--- src/rtl/serial_subtractor.sv ---
// Bit-serial subtractor: diff = a - b - Bin over WIDTH bits, one full-subtractor
// cell per clock, LSB first, with the borrow carried in a register between bits.
module serial_subtractor #(
  parameter int WIDTH = 8
) (
  input  logic             clk,
  input  logic             rst_n,
  input  logic             start,
  input  logic [WIDTH-1:0] a,
  input  logic [WIDTH-1:0] b,
  input  logic             Bin,
  output logic [WIDTH-1:0] diff,
  output logic             Bout,
  output logic             busy,
  output logic             done
);

  localparam int CW = $clog2(WIDTH);

  typedef enum logic [1:0] {
    IDLE = 2'b00,
    RUN  = 2'b01,
    DONE = 2'b10
  } state_t;

  state_t state, state_next;

  logic [WIDTH-1:0] a_sh;
  logic [WIDTH-1:0] b_sh;
  logic [WIDTH-1:0] res_sh;
  logic             br;
  logic [CW-1:0]    cnt;

  logic d_bit;
  logic br_bit;
  logic last_bit;

  assign d_bit    = a_sh[0] ^ b_sh[0] ^ br;
  assign br_bit   = (~a_sh[0] & b_sh[0]) | (~(a_sh[0] ^ b_sh[0]) & br);
  assign last_bit = (cnt == CW'(WIDTH - 1));

  always_ff @(posedge clk or negedge rst_n) begin
    if (!rst_n) begin
      state <= IDLE;
    end else begin
      state <= state_next;
    end
  end

  always_comb begin
    state_next = state;
    case (state)
      IDLE:    if (start) state_next = RUN;
      RUN:     if (last_bit) state_next = DONE;
      DONE:    state_next = IDLE;
      default: state_next = IDLE;
    endcase
  end

  // Result bits enter from the MSB so that after WIDTH shifts bit 0 sits in the LSB.
  always_ff @(posedge clk or negedge rst_n) begin
    if (!rst_n) begin
      a_sh   <= '0;
      b_sh   <= '0;
      res_sh <= '0;
      br     <= 1'b0;
      cnt    <= '0;
      diff   <= '0;
      Bout   <= 1'b0;
      busy   <= 1'b0;
      done   <= 1'b0;
    end else begin
      done <= 1'b0;
      busy <= (state_next == RUN);
      case (state)
        IDLE: begin
          if (start) begin
            a_sh <= a;
            b_sh <= b;
            br   <= Bin;
            cnt  <= '0;
          end
        end
        RUN: begin
          res_sh <= {d_bit, res_sh[WIDTH-1:1]};
          a_sh   <= {1'b0, a_sh[WIDTH-1:1]};
          b_sh   <= {1'b0, b_sh[WIDTH-1:1]};
          br     <= br_bit;
          cnt    <= cnt + CW'(1);
        end
        DONE: begin
          diff <= res_sh;
          Bout <= br;
          done <= 1'b1;
        end
        default: ;
      endcase
    end
  end

endmodule

--- config.mk ---
export PLATFORM = sky130hd
export DESIGN_NAME = serial_subtractor
export DESIGN_NICKNAME = d
export VERILOG_FILES = /design/src/rtl/serial_subtractor.sv
export SDC_FILE = /design/constraint.sdc
export NUM_CORES = 1
export LEC_CHECK = 0
export BUFFER_PORTS_ARGS = -buffer_cell sky130_fd_sc_hd__buf_2
export CAP_MARGIN = 20
export CORE_MARGIN = 10
export CORE_UTILIZATION = 45
export CTS_CLUSTER_DIAMETER = 60
export CTS_CLUSTER_SIZE = 30
export DETAILED_ROUTE_END_ITERATION = 10
export PLACE_DENSITY = 0.66
export SLEW_MARGIN = 20
export SYNTH_ARGS = -nofsm -noshare
export SYNTH_HDL_FRONTEND = slang
export SYNTH_SLANG_ARGS = --single-unit
--- constraint.sdc ---
create_clock -name clk -period 2.81 [get_ports clk]
set_input_delay 0.4215 -clock clk [delete_from_list [all_inputs] [get_ports clk]]
set_output_delay 0.4215 -clock clk [all_outputs]
set_load 0.02 [all_outputs]
==> results of run 1 <==
-- logic make-up after synthesis --
family	after synthesis	share of synthesized area [%]
DFF	41	55.9
AOI/OAI and AO/OA	22	11.0
muxes	18	11.0
adders and majority gates	3	2.45
buffers and inverters	30	8.86
and+or+nand+nor	29	10.8
-- per-stage QoR --
stage / power, µW / utilization (%)
detailed placement: 1850 / 49.7
floorplan: 1660 / -
finish: 2160 / 51.5
CTS: 2200 / 51.5
global route: 2350 / 51.5
global placement: 1800 / 49.7
-- report_power, final --
part | internal, µW | switching [µW] | leakage [µW]
clock | 163 | 176 | 0.0000399
sequential | 855 | 176 | 0.000497
combinational | 402 | 389 | 0.000450
-- worst max-delay path: cells and delay by family (launching register included) --
| family | cells | cell delay, ns |
|---|---|---|
| buffers and inverters | 1 | 0.20 |
| DFF | 1 | 0.88 |
| muxes | 1 | 0.35 |
| and+or+nand+nor | 1 | 0.21 |
-- state kept, by name, indices dropped and copies added (netlist names) --
register,count
diff,8
a_sh,8
state,2
br,1
busy,1
b_sh,8
done,1
Bout,1
res_sh,8
cnt,3
-- area by class of cell --
cell class	instances	area, µm²	area share, %
Clock buffer	5	68.8	3.36
Clock inverter	1	5.00	0.245
Inverter	19	71.3	3.49
Multi-Input combinational cell	72	647	31.6
Sequential cell	41	1030	50.2
Tap cell	50	62.6	3.06
Timing Repair Buffer	32	165	8.07
-- routing by layer --
metal | vias up | global-route usage, % | part of all wire, %
li1 | 561 | - | -
met1 | 592 | 10.7 | 42
met2 | 23 | 17.2 | 50
met3 | 7 | 5.27 | 6.8
met4 | 0 | 3.20 | 1.4
met5 | - | 0 | 0
-- worst min path at each step --
| stage | startpoint | to | slack (ns) | depth (start not counted) |
|---|---|---|---|---|
| 6_report | rst_n | diff[6]$_DFFE_PN0P_ | 0.24 | 1 |
| 4_1_cts | rst_n | diff[4]$_DFFE_PN0P_ | 0.28 | 1 |
| 5_1_grt | rst_n | diff[6]$_DFFE_PN0P_ | 0.31 | 1 |
| 3_5_place_dp | diff[2]$_DFFE_PN0P_ | diff[2]$_DFFE_PN0P_ | 0.49 | 1 |
| 3_3_place_gp | res_sh[0]$_DFFE_PN0P_ | diff[0]$_DFFE_PN0P_ | 0.48 | 1 |
| 2_1_floorplan | rst_n | Bout$_DFFE_PN0P_ | 0.13 | 0 |
-- synthesized netlist by cell type, drive strengths merged --
master,instances,area share (%)
a22o,2,0.95
mux2,17,10
a222oi,8,4.4
o21bai,1,1.0
nor2b,4,1.8
mux2i,1,0.55
o311ai,1,0.48
o21a,2,0.82
a32o,1,0.55
nor3b,7,2.9
fa,1,1.1
nand4bb,1,0.61
nor2,8,1.6
and2,1,0.34
buf,11,5.0
nand2,1,0.20
nor4b,7,3.3
a211oi,7,2.9
dfrtp,41,56
inv,19,3.9
ha,2,1.4
==> impl_metrics.csv, run 1 <==
group,metric,value,unit
status,status,"finished clean",
route,wl,3.34,mm
power,powerDensity,1060,mW/mm²
setup_path,cp_slowest_cell,"dfrtp_1",
timing,tns,0,ns
global_route,grt_pass1_vias,1310,
timing,period_share,62.7,%
timing,finalSetupViolCount,0,
setup_path,end_kind,"flip-flop",
timing,rsz0062_at_grt,"false",
setup_path,rr_worst_depth,3,
setup_path,crit_start,"state[1]$_DFF_PN0_",
floorplan,initial_utilization,46.2,%
timing,max_freq,0.567,GHz
clock_network,cts-htree-levels,2,
timing,tightest_slew,0.863,ns
timing,worst_hold_slack,0.245,ns
final_layout,finalInstanceArea,0.00205,mm²
clock_network,post_cts_buffers,0,
setup_path,critical_path_class,"flip-flop to flip-flop",
placed_design,io_buffers,30,
route,vias_per_cell,5.38,
synthesis,ys_warn_count,0,
placed_design,dpl_cell_area,0.00197,mm²
synthesis,ys_types,24,
setup_path,worst_setup_path_endpoint,"diff[5]$_DFFE_PN0P_",
synthesis,synth.net_count,166,
clock_network,cts_tree,"built",
route,firstDrtPassIters,6,
clock_network,ctsResizeCount,0,
clock_network,worstSkewPairLatency,0.29,ns
route,wl_per_cell,15.2,µm
setup_path,critPathRequiredTime,2.98,ns
floorplan,die_h,83.9,µm
timing,fin_crit,1.76,ns
synthesis,synth_area_per_cell,12.8,µm²
timing,slew_headroom,42.5,%
floorplan,die_x,83.9,µm
setup_path,path_cells,"nor2b_1 -> buf_4 -> mux2_2",
global_route,grt_max_degree,42,
synthesis,syn_inst,143,
synthesis,post_synth_instance_area,0.00184,mm²
global_route,antenna_found_initial,0,
final_layout,area_growth,11.5,%
floorplan,rows,23,
setup_path,cp-start-kind,"flip-flop",
clock_network,cts_buffers,5,
clock_network,ctsLongestPathBuffers,2,
final_layout,final_common_cell,"dfrtp_1",
timing,finalHoldViolations,0,
route,drtIter0Drc,79,
route,ant_nets,0,
setup_path,worstPathMaxFanout,28,
final_layout,num_antenna_cells,0,
global_route,grt_pass1_wl,5.98,mm
clock_network,clk_pin_slew_worst_paths,0.07,ns
timing,worst_slack,1.05,ns
timing,clock_skew,0.00492,ns
route,num_vias,1183,
global_route,grt_overflow,0,
clock_network,cts-root-buf,"clkbuf_8",
floorplan,coreArea,0.00397,mm²
placed_design,gp_congestion,0.762,
final_layout,final_cells,220,
synthesis,synth_seq_area_share,55.9,%
placed_design,pre_cts_ws,1.05,ns
setup_path,r2r_start,"state[1]$_DFF_PN0_",
setup_path,rrSetupSlack,1.05,ns
clock_network,hold_buffers,0,
min_path,hp-class,"input pin to asynchronous set/reset pin",
route,drt_drc_violations_left,0,
timing,finalMaxSlewViolations,0,
floorplan,die_area,0.00703,mm²
final_layout,nFillCells,363,
setup_path,worstReg2RegEnd,"diff[5]$_DFFE_PN0P_",
power,ir_drop,528,µV
clock_network,cts_sinks,41,
placed_design,place_inst,214,
synthesis,ys_ff_latch,41,
final_layout,num-nets-final,194,
setup_path,arrival,1.94,ns
global_route,track_usage,10.2,%
power,p_leak,0.000987,µW
final_layout,layout-drive-gt1-share,33.5,%
job,drv_cap,0,
placed_design,hpwl,2.37,mm
setup_path,slowest_delay,0.88,ns
floorplan,pin_count,31,
final_layout,final_cell_mix,"dfrtp_1 (41), buf_2 (30), inv_1 (19), mux2_2 (17)",
Power figures use the tool's default switching activity.
==> run 2, diff against run 1 <==
- PLACE_DENSITY: 0.66 -> 0.69
- clock period: 2.81 -> 1.6 ns (I/O delays scaled with it)
==> run 2 against run 1 <==
Total power increased by 79%. First-iteration DRC count decreased by 18%. Sequential cell count unchanged. Worst hold slack got worse by 0.048 ns. Final area increased by 3.1%. Sequential power increased by 71%. Register-to-register slack got worse by 0.81 ns. Final cell count increased by 3.6%. Combinational power increased by 90%. Setup slack got worse by 0.81 ns. Wire length increased by 3.6%. Critical path type unchanged. Critical endpoint is now res_sh[5]$_DFFE_PN0P_. Highest routed layer unchanged.
==> impl_metrics.csv, run 2 (synthesized netlist as in run 1, its figures left out) <==
group,metric,value,unit
timing,tightest_slew,0.520,ns
final_layout,layout-drive-gt1-share,36.0,%
clock_network,cts_sinks,41,
clock_network,ctsLongestPathBuffers,2,
final_layout,final_cell_mix,"dfrtp_1 (41), buf_2 (30), inv_1 (19), mux2_2 (17), buf_4 (9)",
clock_network,worstSkewPairLatency,0.29,ns
min_path,hold_depth,2,
job,drv_cap,0,
min_path,hp-class,"input pin to flip-flop",
global_route,grt_overflow,0,
setup_path,crit_family,"flip-flops",
floorplan,rows,23,
floorplan,die_h,83.9,µm
clock_network,ctsResizeCount,0,
setup_path,rr_worst_depth,3,
min_path,hold_start,"b[7]",
route,drtIter0Drc,65,
global_route,antenna_found_initial,0,
timing,fin_crit,1.36,ns
route,wl_per_cell,15.2,µm
global_route,track_usage,10.4,%
timing,worst_hold_slack,0.197,ns
clock_network,clk_pin_slew_worst_paths,0.08,ns
power,ir_drop,827,µV
floorplan,coreArea,0.00397,mm²
setup_path,critPathBufInv,1,
setup_path,worstReg2RegEnd,"res_sh[5]$_DFFE_PN0P_",
floorplan,die_area,0.00703,mm²
timing,finalMaxSlewViolations,0,
timing,finalSetupViolCount,0,
min_path,whs_endpoint,"b_sh[7]$_DFFE_PN0P_",
clock_network,cts_buffers,5,
clock_network,cts-root-buf,"clkbuf_8",
timing,rsz0062_at_grt,"false",
global_route,grt_max_degree,24,
placed_design,hpwl,2.48,mm
route,ant_nets,0,
route,wl_met3,234,µm
final_layout,area_growth,14.9,%
setup_path,cp-start-kind,"flip-flop",
placed_design,gp_congestion,0.773,
route,drt_drc_violations_left,0,
timing,tns,0,ns
final_layout,num_antenna_cells,0,
clock_network,cts-htree-levels,2,
timing,clock_skew,0.00732,ns
power,powerDensity,1840,mW/mm²
setup_path,path_cells,"nor2b_1 -> buf_4 -> mux2_2",
placed_design,io_buffers,30,
route,wl_met1,1.48,mm
setup_path,end_kind,"flip-flop",
global_route,grt_pass1_vias,1249,
route,met2_length,1.68,mm
setup_path,critPathRequiredTime,1.77,ns
floorplan,pin_count,31,
setup_path,critical_path_class,"flip-flop to flip-flop",
clock_network,hold_buffers,1,
floorplan,die_x,83.9,µm
final_layout,final_common_cell,"dfrtp_1",
route,wl,3.46,mm
power,p_leak,0.00103,µW
final_layout,multi_input_area,647,µm²
setup_path,slowest_delay,0.50,ns
setup_path,cp_slowest_cell,"dfrtp_1",
timing,finalHoldViolations,0,
final_layout,seqCellArea,0.00103,mm²
timing,max_freq,0.736,GHz
clock_network,cts_tree,"built",
route,firstDrtPassIters,7,
setup_path,rrSetupSlack,0.24,ns
setup_path,arrival,1.53,ns
final_layout,nFillCells,362,
route,vias_per_cell,5.33,
global_route,grt_pass1_wl,6.01,mm
floorplan,initial_utilization,46.2,%
final_layout,num-nets-final,202,
route,num_vias,1216,
setup_path,r2r_start,"state[0]$_DFF_PN0_",
timing,period_share,84.9,%
clock_network,post_cts_buffers,0,
route,top_layer_used,"met4",
timing,slew_headroom,65.3,%
setup_path,worstPathMaxFanout,9,
status,status,"finished clean",
[run 2: cell count changes in the layout (fill, tap and decap cells not counted)]
cell,change
buf_4,+7
dlygate4sd3_1,+1
[run 2: power breakdown]
group | total (µW) | leakage [µW] | internal [µW] | switching [µW]
registers | 1760 | 0.000497 | 1500 | 254
clock network | 614 | 0.0000399 | 287 | 328
logic | 1500 | 0.000489 | 755 | 749
total | 3880 | 0.00103 | 2550 | 1330
[run 2: worst max path at each step]
stage	start	end	slack [ns]	cells after the start
6_report	state[0]$_DFF_PN0_	res_sh[5]$_DFFE_PN0P_	0.24	3
5_1_grt	state[0]$_DFF_PN0_	res_sh[5]$_DFFE_PN0P_	0.15	3
4_1_cts	state[0]$_DFF_PN0_	res_sh[5]$_DFFE_PN0P_	0.23	3
3_5_place_dp	state[0]$_DFF_PN0_	res_sh[5]$_DFFE_PN0P_	0.25	3
3_3_place_gp	state[0]$_DFF_PN0_	res_sh[3]$_DFFE_PN0P_	0.29	3
2_1_floorplan	state[1]$_DFF_PN0_	res_sh[0]$_DFFE_PN0P_	0.38	4
[run 2: final cells by class]
class / instances / share of cell area [%]
Clock buffer: 5 / 3.26
Tap cell: 50 / 2.97
Timing Repair Buffer: 40 / 10.8
Clock inverter: 1 / 0.237
Multi-Input combinational cell: 72 / 30.7
Sequential cell: 41 / 48.7
Inverter: 19 / 3.38
[run 2: per-stage QoR]
stage / total power [µW] / util (%) / cell area [µm²] / worst slack [ns] / instances
floorplan: 2920 / - / 1840 / 0.382 / 143
global placement: 3220 / 51.0 / 2020 / 0.291 / 221
detailed placement: 3300 / 51.0 / 2020 / 0.254 / 221
CTS: 3940 / 53.1 / 2110 / 0.226 / 228
global route: 4180 / 53.1 / 2110 / 0.152 / 228
finish: 3880 / 53.1 / 2110 / 0.242 / 228
[run 2: routing by layer]
| metal | vias to the layer above | track usage [%] |
|---|---|---|
| li1 | 578 | - |
| met1 | 600 | 12.1 |
| met2 | 31 | 16.1 |
| met3 | 7 | 4.49 |
| met4 | 0 | 5.02 |
| met5 | - | 0 |
==> run 3, diff against run 2 <==
- ABC_AREA: not set -> 1
- PLACE_DENSITY: 0.69 -> 0.66
- clock period: 1.6 -> 1.3 ns (I/O delays scaled with it)
==> run 3 against run 2 <==
Maximum frequency grew 16%. Final area is 2.7% higher. Critical path depth up 3. Synthesized cell count rose by 50%. Combinational power is 24% higher. Critical endpoint is now br$_DFFE_PN0P_. Highest routed layer unchanged.
==> impl_metrics.csv, run 3 <==
group,metric,value,unit
synthesis,synth_top_area_share,56.6,%
synthesis,synthMuxAreaShare,0,%
floorplan,initial_utilization,46.0,%
timing,clock_skew,0.0100,ns
final_layout,final_cell_mix,"nand2_1 (103), dfrtp_1 (41), buf_2 (30), nand3_1 (18), o21ai_0 (13)",
setup_path,arrival,1.36,ns
route,ant_nets,0,
clock_network,worstSkewPairLatency,0.29,ns
setup_path,r2r_start,"a_sh[0]$_DFFE_PN0P_",
placed_design,io_buffers,30,
synthesis,synth_xor_area_share,0,%
setup_path,worstReg2RegEnd,"br$_DFFE_PN0P_",
setup_path,cp_slowest_cell,"fa_1",
global_route,top_usage_layer,"met2",
power,powerDensity,2370,mW/mm²
synthesis,synth_top_cells_by_area,"dfrtp_1 (57%), nand2_1 (21%), nand3_1 (5.0%)",
route,wl_per_cell,12.0,µm
power,p_switching,1880,µW
power,combinationalPowerShare,36.3,%
route,wl,3.60,mm
timing,fin_crit,1.17,ns
placed_design,gp_congestion,0.785,
synthesis,ys_warn_count,0,
route,num_vias,1381,
timing,finalSetupViolCount,0,
final_layout,num-nets-final,273,
setup_path,worstPathMaxFanout,2,
min_path,hold_start,"b[7]",
final_layout,final_common_cell,"nand2_1",
floorplan,die_h,83.5,µm
synthesis,post_synth_instance_area,0.00181,mm²
power,fin_total_pwr,5130,µW
route,drtIter0Drc,93,
synthesis,synth_compound_area_share,6.42,%
timing,tns,0,ns
min_path,hold_depth,3,
min_path,hp-class,"input pin to flip-flop",
power,p_int,3240,µW
clock_network,cts-root-buf,"clkbuf_8",
timing,max_freq,0.853,GHz
synthesis,synth_top_family_by_area,"simple AND/OR/NAND/NOR gates",
global_route,grtUsageMet1,14.1,%
power,switching_share,36.7,%
synthesis,syn_inst,215,
timing,tightest_slew,0.301,ns
global_route,grt_overflow,0,
clock_network,cts_tree,"built",
global_route,grt_util_met3,3.81,%
synthesis,synth-edff-count,0,
final_layout,nFillCells,363,
setup_path,critPathRequiredTime,1.48,ns
setup_path,rrSetupSlack,0.13,ns
floorplan,die_area,0.00697,mm²
global_route,track_usage,10.9,%
setup_path,critPathBufInv,1,
synthesis,synth.most_common_cell,"nand2_1",
synthesis,synthAdderAreaFrac,2.48,%
route,firstDrtPassIters,4,
floorplan,pin_count,31,
setup_path,crit_top_cell,"nand2_1",
setup_path,rr_worst_depth,6,
synthesis,yosys.area.top_type,"dfrtp_1",
global_route,grt_pass1_vias,1351,
synthesis,synthTopCellsByCount,"nand2_1 (103), dfrtp_1 (41), nand3_1 (18)",
clock_network,ctsLongestPathBuffers,2,
min_path,whs_endpoint,"b_sh[7]$_DFFE_PN0P_",
timing,finalHoldViolations,0,
final_layout,layout-drive-gt1-share,20.7,%
final_layout,seqCellArea,0.00103,mm²
synthesis,ys_ff_latch,41,
setup_path,slowest_delay,0.41,ns
clock_network,clk_pin_slew_worst_paths,0.07,ns
synthesis,synth_seq_area_share,56.6,%
setup_path,critical_path_class,"flip-flop to flip-flop",
placed_design,hpwl,2.49,mm
clock_network,cts-htree-levels,2,
setup_path,crit_family,"adder cells",
route,vias_per_cell,4.59,
clock_network,cts_sinks,41,
status,status,"finished clean",
job,drv_cap,0,
power,ir_drop,1360,µV
timing,period_share,90.2,%
route,drt_drc_violations_left,0,
setup_path,path_cells,"inv_1 -> fa_1 -> nand3_1 -> nand2_1 -> nand2_1 -> nand2_1",
synthesis,yosys.area_share.simple,27.2,%
timing,slew_headroom,79.8,%
floorplan,rows,23,
global_route,grt_pass1_wl,6.33,mm
global_route,antenna_found_initial,0,
final_layout,num_antenna_cells,0,
setup_path,end_kind,"flip-flop",
power,pwr-share-clk,23.3,%
global_route,grt_max_degree,42,
synthesis,async_flop_share,100,%
timing,rsz0062_at_grt,"false",
floorplan,coreArea,0.00394,mm²
power,seqPwrFrac,40.4,%
floorplan,die_x,83.5,µm
power,p_leak,0.00120,µW
setup_path,cp-start-kind,"flip-flop",
final_layout,multi_input_area,654,µm²
synthesis,synth_area_per_cell,8.43,µm²
synthesis,synth.net_count,238,
global_route,groute.layer.met2.usage,16.0,%
timing,finalMaxSlewViolations,0,
clock_network,cts_buffers,5,
synthesis,synthFlopType,"dfrtp_1",
final_layout,area_growth,19.5,%
synthesis,ys_types,16,
run 3: changes by cell type after synthesis, sizes merged, moves of 2 or more:
cell	change
nor2b	-4
mux2	-17
inv	-4
nor2	-7
o21a	-2
nand2	+104
a222oi	-8
nand3	+18
o21ai	+21
a22o	-2
nor4b	-7
nor3b	-7
a211oi	-7
run 3: worst max path at each step:
stage	depth (start not counted)	slack [ns]	end	startpoint
2_1_floorplan	6	0.21	br$_DFFE_PN0P_	a_sh[0]$_DFFE_PN0P_
3_3_place_gp	6	0.16	br$_DFFE_PN0P_	a_sh[0]$_DFFE_PN0P_
3_5_place_dp	6	0.14	br$_DFFE_PN0P_	a_sh[0]$_DFFE_PN0P_
4_1_cts	6	0.12	br$_DFFE_PN0P_	a_sh[0]$_DFFE_PN0P_
5_1_grt	5	0.05	diff[0]$_DFFE_PN0P_	state[0]$_DFF_PN0_
6_report	6	0.13	br$_DFFE_PN0P_	a_sh[0]$_DFFE_PN0P_
run 3: cell type report:
class / count / share of cell area, %
tap: 50 / 2.89
inverter: 15 / 2.60
clock buffer: 5 / 3.18
timing repair buffer: 39 / 10.7
multi-input combinational: 148 / 30.2
clock inverter: 3 / 3.00
sequential: 41 / 47.4
run 3: routing by layer:
layer / up-vias / part of all wire (%)
met5: - / 0
met4: 0 / 0.94
met3: 4 / 4.4
met2: 23 / 45
met1: 622 / 50
li1: 732 / -
run 3: power groups by stage:
stage / sequential [µW] / clock, µW / combinational, µW
finish: 2070 / 1190 / 1860
global route: 2140 / 1270 / 2180
CTS: 2070 / 1220 / 1900
detailed placement: 2090 / 0 / 1890
global placement: 2080 / 0 / 1850
floorplan: 2170 / 0 / 1280
run 3: worst min-delay path: stages:
cell	delay, ns
buf_2	0.10
inv_1	0.04
o21ai_0	0.07
run 3: cells by family (layout without fill, tap and decap cells):
family	Yosys count	in the layout
simple gates	124	124
flops	41	41
buf+inv	26	62
compound gates	21	21
fa+ha+maj	3	3
run 3: stage by stage:
step | setup WS (ns) | cell area [µm²] | hold WS (ns) | cells | util (%)
2_1_floorplan | 0.205 | 1810 | -0.101 | 215 | -
5_1_grt | 0.0474 | 2170 | 0.153 | 301 | 54.9
3_3_place_gp | 0.160 | 2020 | 0.181 | 292 | 51.3
6_report | 0.127 | 2170 | 0.151 | 301 | 54.9
4_1_cts | 0.117 | 2170 | 0.141 | 301 | 54.9
3_5_place_dp | 0.139 | 2020 | 0.184 | 292 | 51.3
run 3: what timing repair did:
item,4_1_cts,5_1_grt
resized for setup,0,0
buffers inserted,0,0
hold endpoints to repair,41,0
hold buffers,1,0
